File: config.mk
export PLATFORM = sky130hd
export DESIGN_NAME = dbscan_core_detect
export DESIGN_NICKNAME = d
export VERILOG_FILES = /design/src/rtl/dbscan_core_detect.sv
export SDC_FILE = /design/constraint.sdc
export NUM_CORES = 1
export LEC_CHECK = 0
export CORE_UTILIZATION = 45
export DETAILED_ROUTE_END_ITERATION = 12
export DONT_BUFFER_PORTS = 1
export PLACE_DENSITY = 0.68
export SYNTH_ARGS = -nofsm -noshare
export SYNTH_HDL_FRONTEND = slang
export SYNTH_SLANG_ARGS = --single-unit
File: constraint.sdc
create_clock -name clk -period 10.2 [get_ports clk]
set_clock_uncertainty 0.15 [all_clocks]
set_input_delay 2.04 -clock clk [delete_from_list [all_inputs] [get_ports clk]]
set_output_delay 2.04 -clock clk [all_outputs]
set_load 0.03 [all_outputs]
File: src/rtl/dbscan_core_detect.sv
// dbscan_core_detect
//   Core-point detection stage for DBSCAN. On start it visits every point
//   pair (i, j) through the point memory's two combinational read ports.
//   For each point i it counts the neighbours within squared radius EPS_SQ.
//   The self pair counts as a neighbour. It writes one core flag per point
//   and then pulses done so that cluster expansion can begin.
//
// Ports
//   clk, rst             clock; asynchronous active-high reset
//   start                one-cycle request, honoured only in IDLE
//   busy                 high from the cycle after start until done
//   done                 one-cycle pulse after all N flags are written
//   raddr_i, raddr_j     read addresses (point under test, candidate)
//   xi..zi, xj..zj       coordinates returned for raddr_i / raddr_j
//   we_core, waddr, wcore core-flag write port (waddr always equals i)
//   n_core               number of core points, valid from done onward
//
// Build option
//   DBSCAN_PIPE_DIST_EN  registers the squared distance before the
//                        compare. This adds one drain cycle per point.
//                        The results are identical.

module dbscan_core_detect #(
  parameter  int N       = 16,
  parameter  int EPS_SQ  = 400,
  parameter  int MIN_PTS = 4,
  localparam int AW      = (N > 1) ? $clog2(N) : 1,
  localparam int CW      = $clog2(N + 1)
) (
  input  logic          clk,
  input  logic          rst,
  input  logic          start,
  output logic          busy,
  output logic          done,
  output logic [AW-1:0] raddr_i,
  output logic [AW-1:0] raddr_j,
  input  logic [7:0]    xi,
  input  logic [7:0]    yi,
  input  logic [7:0]    zi,
  input  logic [7:0]    xj,
  input  logic [7:0]    yj,
  input  logic [7:0]    zj,
  output logic          we_core,
  output logic [AW-1:0] waddr,
  output logic          wcore,
  output logic [CW-1:0] n_core
);

  localparam logic [2:0] S_IDLE  = 3'd0;
  localparam logic [2:0] S_SCAN  = 3'd1;
  localparam logic [2:0] S_DRAIN = 3'd2;
  localparam logic [2:0] S_WRITE = 3'd3;
  localparam logic [2:0] S_DONE  = 3'd4;

  localparam logic [AW-1:0] LAST_IDX = AW'(N - 1);
  localparam logic [17:0]   EPS_C    = 18'(EPS_SQ);
  localparam logic [CW-1:0] MIN_C    = CW'(MIN_PTS);

  function automatic logic [7:0] abs_diff(input logic [7:0] a, input logic [7:0] b);
    return (a >= b) ? (a - b) : (b - a);
  endfunction

  function automatic logic [15:0] sq16(input logic [7:0] a);
    return {8'h00, a} * {8'h00, a};
  endfunction

  logic [2:0]    state_r, state_s;
  logic [AW-1:0] i_r, i_s, j_r, j_s;
  logic [CW-1:0] cnt_r, cnt_s, cnt_acc_s;
  logic [CW-1:0] ncore_r, ncore_s;
  logic          busy_r, busy_s, done_r, done_s, we_r, we_s, wcore_r, wcore_s;
  logic [17:0]   dist_s;
  logic          hit_s;

  // Squared Euclidean distance of the current pair (max 195075, so it cannot wrap).
  always_comb begin
    dist_s = {2'b00, sq16(abs_diff(xi, xj))}
           + {2'b00, sq16(abs_diff(yi, yj))}
           + {2'b00, sq16(abs_diff(zi, zj))};
  end

`ifdef DBSCAN_PIPE_DIST_EN
  logic [17:0] dist_r;
  logic        pv_r;

  // Distance pipeline register; pv_r marks a stage that holds a real scanned pair.
  always_ff @(posedge clk or posedge rst) begin
    if (rst) begin
      dist_r <= 18'd0;
      pv_r   <= 1'b0;
    end else begin
      dist_r <= dist_s;
      pv_r   <= (state_r == S_SCAN);
    end
  end

  assign hit_s = pv_r && (dist_r <= EPS_C);
`else
  assign hit_s = (state_r == S_SCAN) && (dist_s <= EPS_C);
`endif

  assign cnt_acc_s = cnt_r + {{(CW-1){1'b0}}, hit_s};

  // Next-state logic: scan all j for each i, then write that point's core flag.
  always_comb begin
    state_s = state_r;
    i_s     = i_r;
    j_s     = j_r;
    cnt_s   = cnt_r;
    ncore_s = ncore_r;
    busy_s  = busy_r;
    done_s  = 1'b0;
    we_s    = 1'b0;
    wcore_s = wcore_r;
    case (state_r)
      S_IDLE: begin
        if (start) begin
          state_s = S_SCAN;
          i_s     = '0;
          j_s     = '0;
          cnt_s   = '0;
          ncore_s = '0;
          busy_s  = 1'b1;
        end else begin
          state_s = S_IDLE;
        end
      end
      S_SCAN: begin
        cnt_s = cnt_acc_s;
        if (j_r == LAST_IDX) begin
`ifdef DBSCAN_PIPE_DIST_EN
          // The last pair is still in the pipeline, so raddr_j holds N-1 for one more cycle.
          state_s = S_DRAIN;
`else
          state_s = S_WRITE;
          we_s    = 1'b1;
          wcore_s = (cnt_acc_s >= MIN_C);
`endif
        end else begin
          j_s = j_r + 1'b1;
        end
      end
      S_DRAIN: begin
        cnt_s   = cnt_acc_s;
        state_s = S_WRITE;
        we_s    = 1'b1;
        wcore_s = (cnt_acc_s >= MIN_C);
      end
      S_WRITE: begin
        ncore_s = ncore_r + {{(CW-1){1'b0}}, wcore_r};
        if (i_r == LAST_IDX) begin
          state_s = S_DONE;
          busy_s  = 1'b0;
          done_s  = 1'b1;
        end else begin
          state_s = S_SCAN;
          i_s     = i_r + 1'b1;
          j_s     = '0;
          cnt_s   = '0;
        end
      end
      S_DONE: begin
        state_s = S_IDLE;
      end
      default: begin
        state_s = S_IDLE;
        busy_s  = 1'b0;
      end
    endcase
  end

  // State and output registers; reset aborts any scan and discards partial results.
  always_ff @(posedge clk or posedge rst) begin
    if (rst) begin
      state_r <= S_IDLE;
      i_r     <= '0;
      j_r     <= '0;
      cnt_r   <= '0;
      ncore_r <= '0;
      busy_r  <= 1'b0;
      done_r  <= 1'b0;
      we_r    <= 1'b0;
      wcore_r <= 1'b0;
    end else begin
      state_r <= state_s;
      i_r     <= i_s;
      j_r     <= j_s;
      cnt_r   <= cnt_s;
      ncore_r <= ncore_s;
      busy_r  <= busy_s;
      done_r  <= done_s;
      we_r    <= we_s;
      wcore_r <= wcore_s;
    end
  end

  assign busy    = busy_r;
  assign done    = done_r;
  assign raddr_i = i_r;
  assign raddr_j = j_r;
  assign waddr   = i_r;
  assign we_core = we_r;
  assign wcore   = wcore_r;
  assign n_core  = ncore_r;

endmodule

==> summary.md, run 1 <==
| Metric | Value |
|---|---|
| Run status | `finished with violations` |
| Violations in the final reports | `negative setup slack` |
| Highest attainable clock frequency | `between 90 and 100 MHz` |
| Via count normalized by instance count | `roughly 5` |
| Clock tree from TritonCTS | `done` |
| Antenna violations before repair | `0` |
| Initial core utilization | `0.459` |
| Overall Global Routing Usage | `0.218` |
| Row count | `51` |
| Count of yosys warnings during synthesis | `0` |
| Critical path's top delay family | `adder cells` |
| Post-synthesis register bit count | `25` |
| CTS HTree Levels | `1` |
| Fin crit period | `~11 ns` |
| Async set-reset flop share out of synthesis | `1.00` |
| Average wire length per cell after detail routing | `about 14 µm` |
| Classification of the worst-slack hold path | `register to register` |
| Critical Path End Type | `register` |
| Global-route wire length before repair | `approximately 36,000 µm` |
| Slack of the critical path | `-0.721 ns` |
| Number of global-route vias before repair | `a little under 8,000` |
| Worst path arrival time | `roughly 11 ns` |
| Post-route ant nets | `0` |
| Critical setup path kind | `input pin to register` |
| Input/output buffers | `0` |
| Post-synthesis mux area share | `0.0227` |
| Total grt overflow | `0` |
| Synth Area in Adders | `0.496` |
| Period utilization | `1.07` |
| Post-synthesis instance area | `just under 9000 µm²` |
| Final hold violation count | `0` |
| Width of the die | `around 140 µm` |
| Area of the core | `slightly below 20,000 µm²` |
| Setup repair after global routing missed its margin | `yes` |
| Number of flops mapped to enable cells by yosys | `0` |
| Slew at the pin closest to its max-slew limit | `1.25 ns` |
| Clock slew at the register clock pins of the worst setup and hold paths | `approximately 0.06 ns` |
| Launching element type of the critical path | `input pin` |
| Simple logic cell fraction of the synthesized area | `0.138` |
| Total number of vias | `approximately 7,600` |
| # DRC | `0` |
| Synth Area in XOR/XNOR | `0.0293` |
| Number of buffers created by CTS | `3` |
| Area growth, synth to finish | `26.0%` |
| Number of instances in the placed design | `around 1,500` |
| CP Buf/Inv Count | `6` |
| Final Max Tran Viols | `0` |
| Most frequent cell on the critical path | `fa_1` |
| Setup-violating endpoint count in the final report | `6` |
| Post-synth cell types | `64` |
| Max-cap violations | `0` |
| CTS Root Cell | `clkbuf_16` |
| Biggest fanout along the worst timing path | `5` |
| Floorplan die area | `roughly 20,000 µm²` |
| CTS Sinks | `25` |
| Combinational family with the most area after synthesis | `adder cells` |
| Post-synthesis sequential area ratio | `0.0701` |
| Fraction of layout cells with a size suffix above 1 | `0.235` |
| Peak per-stage delay on the critical path | `between 0.6 and 0.7 ns` |
| Maximum clock insertion buffer count | `2` |
| Cell with the largest stage delay on the worst path | `fa_1` |
| Mean instance size in the synthesized netlist | `approximately 8.5 µm²` |
| Count of pins on the block boundary | `72` |
| Required time worst endpoint | `roughly 10 ns` |
| Slew margin rel. | `0.159` |
| HPWL after detailed placement | `~18,000 µm` |
| Maximum number of pins on one net before global-route repair | `26` |
| Post-Synthesis Cells | `1,047` |
| Number of detailed-route iterations in the first pass | `6` |
| Violation count after the first detailed-routing iteration | `350` |
| Net count after synthesis | `between 1,000 and 1,500` |
| Synth Area in Compound Gates | `0.120` |
| Clock latency at the later pin of the worst-skew pair | `roughly 0.26 ns` |
| Overall routed net length | `approximately 21,000 µm` |
| Number of standard cells in the layout, taps in and fillers out | `about 1,500` |
| Die outline height | `143 µm` |
| Antenna diode instance count | `0` |
| Last weighted congestion value of the routability-driven placer | `between 0.8 and 0.9` |
| Post-synth top flop | `dfrtp_1` |
| Number of nets at the end of the flow | `around 1,600` |
registers in the layout, summed over array words and instances, names as in the netlist:
register,count
wcore,1
cnt_r,5
raddr_i,4
done,1
we_core,1
raddr_j,4
n_core,5
busy,1
state_r,3
kinds of logic after synthesis:
| kind of cell | Yosys count |
|---|---|
| AOI/OAI and AO/OA | 162 |
| xor gates and xnor gates | 29 |
| and+or+nand+nor | 253 |
| buffers and inverters | 288 |
| DFF | 25 |
| adders and majority gates | 270 |
| muxes | 20 |
routing by layer:
layer,share of wire,vias to the layer above,global-route usage
li1,-,3715,-
met5,0,-,0
met1,0.46,3681,0.292
met3,0.038,14,0.0184
met4,0.014,0,0.0334
met2,0.49,163,0.389
final cells by class:
class / instances / area (µm²)
timing repair buffer: 214 / 1630
clock inverter: 1 / 5.00
inverter: 268 / 1040
fill: 1701 / 8220
multi-input combinational: 734 / 7530
tap: 265 / 332
sequential: 25 / 626
clock buffer: 3 / 75.1
path summary, 6_finish.rpt:
kind	from	endpoint	slack, ns	cells past startpoint
setup / recovery	yi[0]	wcore$_DFFE_PP0P_	-0.72	35
hold / removal	cnt_r[0]$_DFFE_PP0P_	cnt_r[0]$_DFFE_PP0P_	0.36	1
setup reg to reg	state_r[1]$_DFFE_PP0P_	wcore$_DFFE_PP0P_	6.75	12
max in group asynchronous	rst	cnt_r[3]$_DFFE_PP0P_	7.62	1
hold reg to reg	cnt_r[0]$_DFFE_PP0P_	cnt_r[0]$_DFFE_PP0P_	0.36	1
min in group asynchronous	rst	n_core[4]$_DFFE_PP0P_	1.72	1
cells in the final DEF, fill, tap and decap left out, types with 14 or more instances in the layout:
master,Yosys,layout
inv_1,267,258
buf_4,4,208
fa_1,139,133
ha_1,131,123
nor2_1,75,71
nand2_1,59,57
o21ai_0,44,36
a21oi_1,30,26
dfrtp_1,25,25
a21o_1,19,19
nand3_1,19,18
nand2b_1,18,18
nor3_1,18,15
mux2i_1,18,14
cell usage after synthesis, drive strengths merged (2+ instances only):
cell       n  area share
or2        2      0.0014
and3       9      0.0063
or4b       2      0.0022
o211a      2      0.0022
o2111ai    2      0.0027
a31oi     12      0.0091
o311ai     2      0.0020
o21bai     5      0.0042
o221a      2      0.0025
o22ai      4      0.0028
or3        6      0.0042
a21oi     31       0.018
nor4       3      0.0021
o31ai      2      0.0017
a21o      19       0.016
nor3      18       0.010
fa       139        0.31
nand3     19       0.011
o21a       7      0.0059
or4        2      0.0017
mux2i     18       0.020
nand2b    18       0.013
clkbuf    11      0.0046
xnor2     17       0.018
a21boi     6      0.0050
nand4      8      0.0056
xor2      12       0.012
nand2     59       0.025
ha       131        0.18
a311oi     4      0.0039
dfrtp     25       0.070
and4       4      0.0042
a22o       5      0.0049
inv      268        0.11
buf        9      0.0069
nor2      75       0.032
a221oi     3      0.0029
nor2b     12      0.0084
and2      13      0.0091
o21ai     45       0.026
a211oi     3      0.0025
mux2       2      0.0025
metrics by stage:
stage               setup TNS, ns   util  instance area (µm²)  hold WS, ns  setup WS (ns)
finish                      -3.74  0.578                11200        0.363         -0.721
CTS                         -3.82  0.569                11100        0.372         -0.736
global placement            -5.81  0.552                10700        0.348          -1.09
detailed placement          -6.51  0.552                10700        0.350          -1.21
global route                -5.80  0.578                11200        0.389          -1.08
floorplan                   -4.44      -                 9050        0.312         -0.870
timing repair:
action / in CTS / in global routing
setup endpoints to repair: 6 / 6
setup buffers: 14 / 7
pin swaps: 55 / 40
gates resized for setup: 40 / 33
hold buffers: 0 / 0
Power of run 1 is not shown: default switching activity piles up to over one toggle a cycle in this logic, so the estimate is an artifact.
==> inputs of run 2 (changes only) <==
--- a/config.mk
+++ b/config.mk
@@ -8,7 +8,6 @@
 export CORE_UTILIZATION = 45
 export DETAILED_ROUTE_END_ITERATION = 12
 export DONT_BUFFER_PORTS = 1
-export PLACE_DENSITY = 0.68
 export SYNTH_ARGS = -nofsm -noshare
 export SYNTH_HDL_FRONTEND = slang
 export SYNTH_SLANG_ARGS = --single-unit
==> run 2 against run 1 <==
Effect of this change: the flow still finishes with violations (negative setup slack); clock-buffer cell count increased by 1; final area shrank 1.9%; sequential share of layout area up 0.11 points; final cell count fell by 0.93%; critical path depth unchanged; die area stayed put; sequential cell count unchanged; global-route usage fell by 0.18 points; fmax up 0.16%; non-clock buffer count down 14; critical path type unchanged; largest cell class unchanged.
==> summary.md, run 2 (synthesized netlist as in run 1, its figures left out) <==
| Metric | Value |
|---|---|
| Highest attainable clock frequency | `91.7 MHz (was 91.6 MHz)` |
| Worst Reg-to-Reg Cells | `11 (was 12)` |
| Initial core utilization | `0.459 (unchanged)` |
| Number of buffers created by CTS | `3 (unchanged)` |
| Setup-violating endpoint count in the final report | `6 (unchanged)` |
| Count of pins on the block boundary | `72 (unchanged)` |
| Max-cap violations | `0 (unchanged)` |
| Violations in the final reports | `negative setup slack (unchanged)` |
| Slew at the pin closest to its max-slew limit | `0.925 ns (was 1.25 ns)` |
| Clock latency at the later pin of the worst-skew pair | `0.26 ns (about the same)` |
| Run status | `finished with violations (unchanged)` |
| Fraction of layout cells with a size suffix above 1 | `0.214 (was 0.235)` |
| Required time worst endpoint | `10.20 ns (was 10.19 ns)` |
| Input/output buffers | `0 (unchanged)` |
| Die outline height | `143 µm (unchanged)` |
| Critical path's top delay family | `adder cells (unchanged)` |
| Classification of the worst-slack hold path | `register to register (unchanged)` |
| CTS HTree Levels | `1 (unchanged)` |
| Slew margin rel. | `0.382 (was 0.159)` |
| Leading cell types in the layout, fill and taps excluded | `inv_1, buf_4, fa_1, ha_1, nor2_1 (unchanged)` |
| Clock tree from TritonCTS | `done (unchanged)` |
| HPWL after detailed placement | `18,200 µm (was 18,100 µm)` |
| CP Depth | `35 (unchanged)` |
| CTS Root Cell | `clkbuf_16 (unchanged)` |
| Via count normalized by instance count | `4.92 (was 5.02)` |
| Antenna violations before repair | `0 (unchanged)` |
| Slack of the critical path | `-0.703 ns (was -0.721 ns)` |
| CTS Sinks | `25 (unchanged)` |
| Overall routed net length | `20,300 µm (was 20,900 µm)` |
| Area of the core | `19,500 µm² (unchanged)` |
| Hold-fix buffers, CTS | `0 (unchanged)` |
| Worst path arrival time | `10.90 ns (was 10.91 ns)` |
| Launching element type of the critical path | `input pin (unchanged)` |
| Maximum number of pins on one net before global-route repair | `26 (unchanged)` |
| Filler cell count | `1,846 (was 1,701)` |
| Final Max Tran Viols | `0 (unchanged)` |
| Antenna diode instance count | `0 (unchanged)` |
| Setup repair after global routing missed its margin | `yes (unchanged)` |
| Most frequent cell on the critical path | `fa_1 (unchanged)` |
| Width of the die | `143 µm (unchanged)` |
| Biggest fanout along the worst timing path | `4 (was 5)` |
| Most common cell after layout, fill and taps aside | `inv_1 (unchanged)` |
| Post-route ant nets | `0 (unchanged)` |
| Maximum clock insertion buffer count | `2 (unchanged)` |
| CP Buf/Inv Count | `6 (unchanged)` |
| Critical Path End Type | `register (unchanged)` |
| Number of nets at the end of the flow | `1,553 (was 1,567)` |
| Peak per-stage delay on the critical path | `0.56 ns (was 0.62 ns)` |
| Row count | `51 (unchanged)` |
| Global-route wire length before repair | `35,700 µm (was 35,900 µm)` |
| Area growth, synth to finish | `23.7% (was 26.0%)` |
| Critical setup path kind | `input pin to register (unchanged)` |
| Worst Hold Path Cells | `1 (unchanged)` |
| Number of detailed-route iterations in the first pass | `4 (was 6)` |
| Clock slew at the register clock pins of the worst setup and hold paths | `0.06 ns (about the same)` |
| Total number of vias | `7,364 (was 7,573)` |
| Last weighted congestion value of the routability-driven placer | `0.907 (was 0.851)` |
| Final hold violation count | `0 (unchanged)` |
| # DRC | `0 (unchanged)` |
| Number of global-route vias before repair | `7,864 (was 7,929)` |
| Fin crit period | `10.90 ns (was 10.92 ns)` |
| Floorplan die area | `20,400 µm² (unchanged)` |
| Dpl ws | `-1.13 ns (was -1.21 ns)` |
| Violation count after the first detailed-routing iteration | `230 (was 350)` |
| Average wire length per cell after detail routing | `13.5 µm (was 13.8 µm)` |
| Period utilization | `1.07 (about the same)` |
| Total grt overflow | `0 (unchanged)` |
| Cell with the largest stage delay on the worst path | `fa_1 (unchanged)` |
| Overall Global Routing Usage | `0.216 (was 0.218)` |
[run 2: cell types whose count changed in the layout (fill, tap and decap cells not counted), sizes merged]
cell,before,now
clkinv,2,1
clkbuf,3,4
buf,214,200
[run 2: layout make-up]
class                      instances  area [µm²]  share of cell area
clock buffer                       4        78.8             0.00714
inverter                         268        1030              0.0938
multi-input combinational        734        7450               0.675
sequential                        25         626              0.0567
tap                              265         332              0.0300
timing repair buffer             200        1510               0.137
[run 2: repair_timing]
item                                    in CTS  in global routing
gates cloned                                 0                  0
hold endpoints to repair                     0                  0
buffers inserted                             2                  4
pin swaps                                   37                 22
resized for setup                           26                 24
endpoints found under the setup margin       6                  6
[run 2: path summary, 6_finish.rpt]
check	from	endpoint	slack, ns
worst max register to register	state_r[1]$_DFFE_PP0P_	wcore$_DFFE_PP0P_	6.76
max in group asynchronous	rst	state_r[2]$_DFFE_PP0P_	7.61
worst min register to register	cnt_r[0]$_DFFE_PP0P_	cnt_r[0]$_DFFE_PP0P_	0.38
worst min-delay path	cnt_r[0]$_DFFE_PP0P_	cnt_r[0]$_DFFE_PP0P_	0.38
min in group asynchronous	rst	n_core[4]$_DFFE_PP0P_	1.72
worst max-delay path	zi[0]	wcore$_DFFE_PP0P_	-0.70
[run 2: stage by stage]
stage	area (µm²)	hold WS, ns	utilization	instances	TNS [ns]
CTS	10900	0.377	0.561	1492	-2.99
global route	11000	0.406	0.567	1496	-5.46
finish	11000	0.377	0.567	1496	-3.59
global placement	10700	0.349	0.551	1486	-5.50
detailed placement	10700	0.354	0.551	1486	-6.10
floorplan	9050	0.312	-	1047	-4.44
[run 2: per-layer routing]
layer  global-route usage  part of all wire
met2                0.404              0.51
met1                0.284              0.46
met5                    0                 0
met4               0.0215            0.0067
met3               0.0101             0.021
Power of run 2 is left out for the same reason.
==> inputs of run 3 (changes only) <==
--- a/config.mk
+++ b/config.mk
@@ -6,6 +6,7 @@
 export NUM_CORES = 1
 export LEC_CHECK = 0
 export CORE_UTILIZATION = 45
+export CTS_CLUSTER_SIZE = 12
 export DETAILED_ROUTE_END_ITERATION = 12
 export DONT_BUFFER_PORTS = 1
 export SYNTH_ARGS = -nofsm -noshare
==> constraint.sdc (replaced) <==
create_clock -name clk -period 10.2 [get_ports clk]
set_clock_uncertainty 0.15 [all_clocks]
set_input_delay 0.51 -clock clk [delete_from_list [all_inputs] [get_ports clk]]
set_output_delay 0.51 -clock clk [all_outputs]
set_load 0.03 [all_outputs]
==> run 3 against run 2 <==
Effect of this change: the flow now finishes without violations; via count down 7.3%; utilization down 7.0 points; highest routed layer unchanged; clock-buffer cell count unchanged; global-route usage down 1.6 points.
==> summary.md, run 3 (synthesized netlist as in run 1, its figures left out) <==
| Metric | Value |
|---|---|
| Run status | `finished clean (was finished with violations)` |
| Fraction of layout cells with a size suffix above 1 | `0.0769 (was 0.214)` |
| Final TNS setup | `0 ns (was -3.59 ns)` |
| Worst path arrival time | `9.76 ns (was 10.90 ns)` |
| Worst setup slack for register-to-register paths | `6.53 ns (was 6.76 ns)` |
| Peak per-stage delay on the critical path | `0.58 ns (was 0.56 ns)` |
| Hold-fix buffers, CTS | `0 (unchanged)` |
| Slew at the pin closest to its max-slew limit | `1.26 ns (was 0.925 ns)` |
| Hold Worst Slack | `0.201 ns (was 0.377 ns)` |
| Final hold violation count | `0 (unchanged)` |
| Violation count after the first detailed-routing iteration | `373 (was 230)` |
| Row count | `51 (unchanged)` |
| Antenna violations before repair | `0 (unchanged)` |
| Fin crit period | `9.76 ns (was 10.90 ns)` |
| Startpoint of the worst register-to-register path | `state_r[1]$_DFFE_PP0P_ (unchanged)` |
| # DRC | `0 (unchanged)` |
| Clock slew at the register clock pins of the worst setup and hold paths | `0.06 ns (about the same)` |
| Classification of the worst-slack hold path | `input pin to asynchronous set/reset pin (was register to register)` |
| HPWL after detailed placement | `16,800 µm (was 18,200 µm)` |
| Most frequent cell on the critical path | `fa_1 (unchanged)` |
| Maximum clock insertion buffer count | `2 (unchanged)` |
| Floorplan die area | `20,400 µm² (unchanged)` |
| Number of detailed-route iterations in the first pass | `4 (unchanged)` |
| Width of the die | `143 µm (unchanged)` |
| Highest attainable clock frequency | `102 MHz (was 91.7 MHz)` |
| Overall routed net length | `18,900 µm (was 20,300 µm)` |
| Endpoint of the worst-slack reg-to-reg timing path | `wcore$_DFFE_PP0P_ (unchanged)` |
| Clock tree from TritonCTS | `done (unchanged)` |
| Leading cell types in the layout, fill and taps excluded | `inv_1, fa_1, ha_1, nor2_1, nand2_1 (was inv_1, buf_4, fa_1, ha_1, nor2_1)` |
| Count of pins on the block boundary | `72 (unchanged)` |
| CTS HTree Levels | `1 (unchanged)` |
| Launching element type of the critical path | `input pin (unchanged)` |
| Filler cell count | `1,884 (was 1,846)` |
| Overall Global Routing Usage | `0.201 (was 0.216)` |
| Clock latency at the later pin of the worst-skew pair | `0.26 ns (about the same)` |
| Total number of vias | `6,823 (was 7,364)` |
| Area of the core | `19,500 µm² (unchanged)` |
| Number of buffers created by CTS | `3 (unchanged)` |
| Input/output buffers | `0 (unchanged)` |
| Number of nets at the end of the flow | `1,401 (was 1,553)` |
| CTS Root Cell | `clkbuf_16 (unchanged)` |
| Via count normalized by instance count | `5.08 (was 4.92)` |
| Period utilization | `0.957 (was 1.07)` |
| Maximum number of pins on one net before global-route repair | `26 (unchanged)` |
| Critical Path End Type | `register (unchanged)` |
| Required time worst endpoint | `10.20 ns (about the same)` |
| Die outline height | `143 µm (unchanged)` |
| Max-cap violations | `0 (unchanged)` |
| Worst Reg-to-Reg Cells | `13 (was 11)` |
| Antenna diode instance count | `0 (unchanged)` |
| Slew margin rel. | `0.148 (was 0.382)` |
| Final cell utilization of the core | `0.497 (was 0.567)` |
| Biggest fanout along the worst timing path | `9 (was 4)` |
| Global-route wire length before repair | `32,800 µm (was 35,700 µm)` |
| Final Max Tran Viols | `0 (unchanged)` |
| Average wire length per cell after detail routing | `14.1 µm (was 13.5 µm)` |
| Number of global-route vias before repair | `6,960 (was 7,864)` |
| Most common cell after layout, fill and taps aside | `inv_1 (unchanged)` |
| Area growth, synth to finish | `8.45% (was 23.7%)` |
| Last weighted congestion value of the routability-driven placer | `0.881 (was 0.907)` |
| Dpl ws | `-0.0890 ns (was -1.13 ns)` |
| Post-route ant nets | `0 (unchanged)` |
| Slack of the critical path | `0.439 ns (was -0.703 ns)` |
| Initial core utilization | `0.459 (unchanged)` |
| Setup-violating endpoint count in the final report | `0 (was 6)` |
| CTS Sinks | `25 (unchanged)` |
| Total grt overflow | `0 (unchanged)` |
| Cell with the largest stage delay on the worst path | `fa_1 (unchanged)` |
| Critical setup path kind | `input pin to register (unchanged)` |
-- run 3: final cells by class --
type	instances	area, µm²	share of cell area
Multi-Input combinational cell	734	7270	0.751
Clock buffer	4	78.8	0.00814
Sequential cell	25	626	0.0646
Timing Repair Buffer	48	364	0.0376
Inverter	268	1010	0.104
Tap cell	265	332	0.0343
-- run 3: worst max path at each step --
stage | from | slack [ns] | cells past startpoint | to
3_5_place_dp | zi[1] | -0.09 | 34 | cnt_r[4]$_DFFE_PP0P_
2_1_floorplan | zi[0] | 0.12 | 36 | wcore$_DFFE_PP0P_
5_1_grt | yi[0] | -0.002 | 35 | wcore$_DFFE_PP0P_
3_3_place_gp | zi[1] | 0.07 | 33 | wcore$_DFFE_PP0P_
4_1_cts | yi[0] | 0.18 | 33 | wcore$_DFFE_PP0P_
6_report | yi[0] | 0.44 | 36 | wcore$_DFFE_PP0P_
-- run 3: stage by stage --
stage | cells | instance area, µm²
2_1_floorplan | 1047 | 8920
3_3_place_gp | 1335 | 9480
3_5_place_dp | 1335 | 9480
4_1_cts | 1339 | 9550
5_1_grt | 1344 | 9680
6_report | 1344 | 9680
-- run 3: critical path: cells and delay by family --
family,cells,cell delay [ns]
compound gates,10,2.28
fa+ha+maj,11,4.74
buf+inv,7,0.54
mux,1,0.27
simple gates,7,1.36
-- run 3: metal layers --
metal	part of all wire	global-route usage	wire, µm	vias up
met5	0	0	0	-
met1	0.46	0.273	8680	3276
met4	0.0096	0.0221	182	0
met2	0.48	0.351	9130	155
li1	-	-	-	3380
met3	0.049	0.0248	927	12
-- run 3: timing repair --
item,4_1_cts,5_1_grt
resized for setup,0,22
setup endpoints to repair,0,6
buffers inserted,0,5
Power of run 3 is left out for the same reason.
